`config.mk`:
```
export PLATFORM = sky130hd
export DESIGN_NAME = seq_det_event_logger
export DESIGN_NICKNAME = d
export VERILOG_FILES = /design/src/rtl/seq_det_event_logger.sv
export SDC_FILE = /design/constraint.sdc
export NUM_CORES = 1
export LEC_CHECK = 0
export ABC_AREA = 1
export BUFFER_PORTS_ARGS = -buffer_cell sky130_fd_sc_hd__buf_4
export CAP_MARGIN = 10
export CORE_ASPECT_RATIO = 1.75
export CORE_UTILIZATION = 45
export CTS_CLUSTER_DIAMETER = 30
export DETAILED_ROUTE_END_ITERATION = 7
export PLACE_DENSITY_LB_ADDON = 0.15
export SLEW_MARGIN = 25
export SYNTH_ARGS = -nofsm -noshare
export SYNTH_HDL_FRONTEND = slang
export SYNTH_SLANG_ARGS = --single-unit
```
`constraint.sdc`:
```
create_clock -name clk -period 2.2 [get_ports clk]
set_input_delay 0.33 -clock clk [delete_from_list [all_inputs] [get_ports clk]]
set_output_delay 0.33 -clock clk [all_outputs]
set_load 0.02 [all_outputs]
```
`src/rtl/seq_det_event_logger.sv`:
```
// Timestamps each detection pulse from the 101 sequence detector and queues the timestamps in a
// small first-word-fall-through FIFO, alongside a saturating detection count and a sticky overflow.
module seq_det_event_logger #(
    parameter int unsigned TS_W  = 16,
    parameter int unsigned DEPTH = 4,
    parameter int unsigned CNT_W = 8
) (
    input  logic                     clk,
    input  logic                     rst,
    input  logic                     det_in,
    input  logic                     en,
    input  logic                     clr,
    input  logic                     rd_ready,
    output logic                     rd_valid,
    output logic [TS_W-1:0]          rd_ts,
    output logic [CNT_W-1:0]         det_count,
    output logic [$clog2(DEPTH):0]   fifo_level,
    output logic                     overflow
);

    localparam int unsigned PW = $clog2(DEPTH);
    localparam int unsigned LW = PW + 1;

    logic [TS_W-1:0]  ts_q, ts_d;
    logic [CNT_W-1:0] cnt_q, cnt_d;
    logic [LW-1:0]    level_q, level_d;
    logic [PW-1:0]    wr_ptr_q, wr_ptr_d;
    logic [PW-1:0]    rd_ptr_q, rd_ptr_d;
    logic             ovf_q, ovf_d;
    logic [TS_W-1:0]  mem [DEPTH];

    logic det_event, full, empty, pop, push, drop;

    always_comb begin
        det_event = en & det_in;
        full      = (level_q == LW'(DEPTH));
        empty     = (level_q == '0);
        pop       = ~empty & rd_ready;
        // A full FIFO can still accept the new entry when the head leaves in the same cycle.
        push      = det_event & (~full | pop);
        drop      = det_event & full & ~pop;
    end

    always_comb begin
        ts_d     = ts_q;
        cnt_d    = cnt_q;
        level_d  = level_q;
        wr_ptr_d = wr_ptr_q;
        rd_ptr_d = rd_ptr_q;
        ovf_d    = ovf_q;
        if (clr) begin
            ts_d     = '0;
            cnt_d    = '0;
            level_d  = '0;
            wr_ptr_d = '0;
            rd_ptr_d = '0;
            ovf_d    = 1'b0;
        end else begin
            if (en) ts_d = ts_q + TS_W'(1);
            if (det_event && cnt_q != '1) cnt_d = cnt_q + CNT_W'(1);
            if (push) wr_ptr_d = wr_ptr_q + PW'(1);
            if (pop) rd_ptr_d = rd_ptr_q + PW'(1);
            if (push && !pop) level_d = level_q + LW'(1);
            else if (pop && !push) level_d = level_q - LW'(1);
            if (drop) ovf_d = 1'b1;
        end
    end

    always_ff @(posedge clk or negedge rst) begin
        if (!rst) begin
            ts_q     <= '0;
            cnt_q    <= '0;
            level_q  <= '0;
            wr_ptr_q <= '0;
            rd_ptr_q <= '0;
            ovf_q    <= 1'b0;
        end else begin
            ts_q     <= ts_d;
            cnt_q    <= cnt_d;
            level_q  <= level_d;
            wr_ptr_q <= wr_ptr_d;
            rd_ptr_q <= rd_ptr_d;
            ovf_q    <= ovf_d;
        end
    end

    // Storage needs no reset: entries are only read while the level says they are valid.
    always_ff @(posedge clk) begin
        if (push && !clr) mem[wr_ptr_q] <= ts_q;
    end

    always_comb begin
        rd_valid   = ~empty;
        rd_ts      = empty ? '0 : mem[rd_ptr_q];
        det_count  = cnt_q;
        fifo_level = level_q;
        overflow   = ovf_q;
    end

endmodule

```
==> results.md <==
- Period minus WS final: between 1.5 and 2 ns
- Synthesis-to-layout area growth: 15.2%
- Placement Cell Area: 4780 µm²
- Sequential cell area: roughly 2700 µm²
- Clock slew at the register clock pins of the worst setup and hold paths: roughly 0.06 ns
- Reg2Reg Depth: 9
- Initial antenna violation count: 0
- Status: finished, final reports clean
- Worst-path fanout max: 33
- Final hold viol count: 0
- Maximum VDD drop: around 610 µV
- Worst r2r dst: fifo_level[2]
- Starting Density: a little under half
- WP buf/inv: 3
- Core Box Area: approximately 9500 µm²
- Cells after synthesis: ~440
- Worst slew margin: 71.0%
- Die ar.: 10,200 µm²
- Arr. time, crit path: around 1.7 ns
- First-pass GRT wire length: around 14,000 µm
- Routed wire per std cell: approximately 15 µm
- Antenna-violating nets left: 0
- Max Clock Skew: between 0.007 and 0.008 ns
- Multi-input gate area: roughly 1400 µm²
- Seq cells post-synth: 96
- PwrDens: roughly 940 nW/µm²
- Main synth FF type: edfxtp_1
- Worst Setup Path Type: register to output pin
- LEAKAGE: around 2.1 nW
- Row count: between 40 and 50
- Worst setup path startpoint: rd_ptr_q[0]
- Sink Count: 96
- CP Launch Type: register
- Post-Syn Area: approximately 4400 µm²
- Die Ht: ~130 µm
- Max Fclk: between 500 and 600 MHz
- CP delay by family, top: buffers and inverters
- Fillers: 833
- I/O pin cnt: 35
- CTS Buf Count: 9
- Final Cycle Share: between 90% and 100%
- Synth Warn #: 0
- Worst slew pin tran: 0.435 ns
- CTS root buffer: clkbuf_16
- Worst skew pair latency: about 0.34 ns
- IO buf count: 34
- Setup Viol. Count Final: 0
- FF-to-FF setup slack: 0.50 ns
- Max-cap viol count: 0
- Count of pins over their slew limit: 0
- Data required time of the worst path: roughly 1.9 ns
- Tot GR Track Use: a little under a fifth
- Design Area, Final: a little over 5000 µm²
- Worst reg2reg startpoint: fifo_level[1]
- Final wirelength: approximately 8900 µm
- Worst Setup EP: rd_ts[3]
- Placer congestion estimate: 0.800
- Pwr Total: between 4 and 5 mW
- Residual DRC: 0
- Placed cell count: between 500 and 600
- Share of layout cells above drive strength 1: approximately a fifth
- EDFF count, synth: 64
- Setup_tns: 0 ns
- Critical path's largest stage delay: between 0.4 and 0.5 ns
- CTS tree: built
- Crit. End Element: output pin
- CP max-delay cell: dfrtp_2
- Vias in the first global route: 2,954
- Antenna Cells: 0
- Min-delay src: clr
- Yosys cell types: 37
- Mean Syn Cell Area: between 10 and 15 µm²
- Most common cell on crit path: buf_4
- GRT Residual Overflow: 0
- Ys async rst share: around a third
- Critical-path cell list: buf_4 -> inv_4 -> o21ai_0 -> a21oi_1 -> buf_4
- DPL Wire Length: ~6200 µm
- Syn Nets: between 400 and 500
- Non-filler cells in the finished layout: roughly 600
- Nets: 489
- Die W: 76.8 µm
- Register area share after synthesis: 61.7%
- Largest net degree at the start of global routing: 34
- Worst min path class: input port to register
- DR pass1 iterations: 4
- Crit path depth: 5
- Layout Utilization: a little over half
- Routed via count: slightly above 3,000
- RSZ-0062 raised after global routing: no
- Initial drt markers: 112
- Clock Path Buffers: 2
- Via-to-Cell Ratio: between 5 and 6
- H-tree level count: 3
[what timing repair did]
| action | CTS | global route |
|---|---|---|
| hold buffers | 1 | 0 |
| gates resized for setup | 1 | 2 |
| endpoints found under the setup margin | 14 | 16 |
| hold endpoints to repair | 32 | 0 |
| setup buffers | 0 | 2 |
[sequential cells by signal, indices dropped and copies added (netlist names)]
register,cells
rd_ptr_q,2
det_count,8
fifo_level,3
ts_q,16
overflow,1
mem,64
wr_ptr_q,2
[synth_stat cells (2+ instances only)]
library cell / instances / share of area, %
nor2_1: 87 / 7.4
edfxtp_1: 64 / 44
nand2_1: 49 / 4.2
inv_1: 34 / 2.9
dfrtp_1: 32 / 18
o21ai_0: 32 / 3.6
a21oi_1: 29 / 3.3
nand3_1: 20 / 2.3
o21ai_1: 14 / 1.6
inv_2: 11 / 0.94
buf_2: 9 / 1.0
ha_1: 6 / 1.7
nand2_2: 6 / 0.85
nand4_1: 6 / 0.85
nor2_2: 5 / 0.71
clkbuf_1: 3 / 0.26
nor3_2: 3 / 0.68
buf_4: 2 / 0.34
nand3b_1: 2 / 0.34
nor2_4: 2 / 0.51
o21a_1: 2 / 0.34
o21ai_2: 2 / 0.40
xnor2_1: 2 / 0.40
xor2_1: 2 / 0.40
[power breakdown]
group          internal, mW  switching [mW]
sequential             1.98          0.0525
combinational         0.490           0.874
clock                 0.764           0.630
total                  3.23            1.56
[worst reg2reg max path, stage by stage (launching register included)]
cell     delay, ns
dfrtp_1       0.41
nor2_2        0.15
nand3_1       0.21
nand3_4       0.18
inv_1         0.06
fa_1          0.38
inv_1         0.07
nand2_1       0.05
nand3_1       0.05
nand2_1       0.04
[cell type report]
| class | count | area share [%] |
|---|---|---|
| flip-flops and latches | 96 | 53.6 |
| multi-input cells | 279 | 28.0 |
| repair buffers | 44 | 6.55 |
| clock buffers | 11 | 4.58 |
| inverters | 46 | 3.55 |
| well taps | 122 | 3.00 |
| clock inverters | 5 | 0.665 |
[per-stage QoR]
step,hold slack (ns),setup slack [ns]
global route,0.287,0.0717
CTS,0.273,0.0125
detailed placement,0.300,0.317
global placement,0.307,0.352
floorplan,0.0344,0.163
finish,0.274,0.201
[kinds of logic after synthesis]
kind of cell             Yosys count  share of synthesized area (%)
XOR/XNOR                           4                          0.794
flip-flops                        96                           61.7
AO/OA/AOI/OAI                     83                           10.1
adder cells (fa/ha/maj)            7                           2.16
buffers and inverters             62                           5.99
AND/OR/NAND/NOR                  185                           19.2
[layer usage]
layer	vias up	GRT usage (%)	routed length, µm
met5	-	0	0
met4	0	6.73	140
met3	10	3.10	194
met2	43	36.0	5060
met1	1492	20.2	3480
li1	1541	-	-
[cell usage in the layout (no fill, tap or decap), drive strengths merged]
cell type / count
o22ai: 1
ha: 6
nand3b: 2
clkinv: 4
nor2: 94
o21ai: 48
inv: 46
clkbuf: 11
dlygate4sd3: 1
o21a: 2
nand4: 7
buf: 43
nor3: 5
a21oi: 31
clkinvlp: 1
o21bai: 1
edfxtp: 64
fa: 1
xnor2: 2
xor2: 2
nand3: 21
dfrtp: 32
nand2: 56
[how the worst min path moves through the flow]
stage	endpoint	slack, ns	cells past startpoint
2_1_floorplan	det_count[0]	0.03	0
6_report	ts_q[0]	0.27	2
5_1_grt	ts_q[0]	0.29	2
3_5_place_dp	overflow	0.30	1
4_1_cts	ts_q[0]	0.27	2
3_3_place_gp	overflow	0.31	1
No activity file was read; power rests on OpenSTA's default activity.
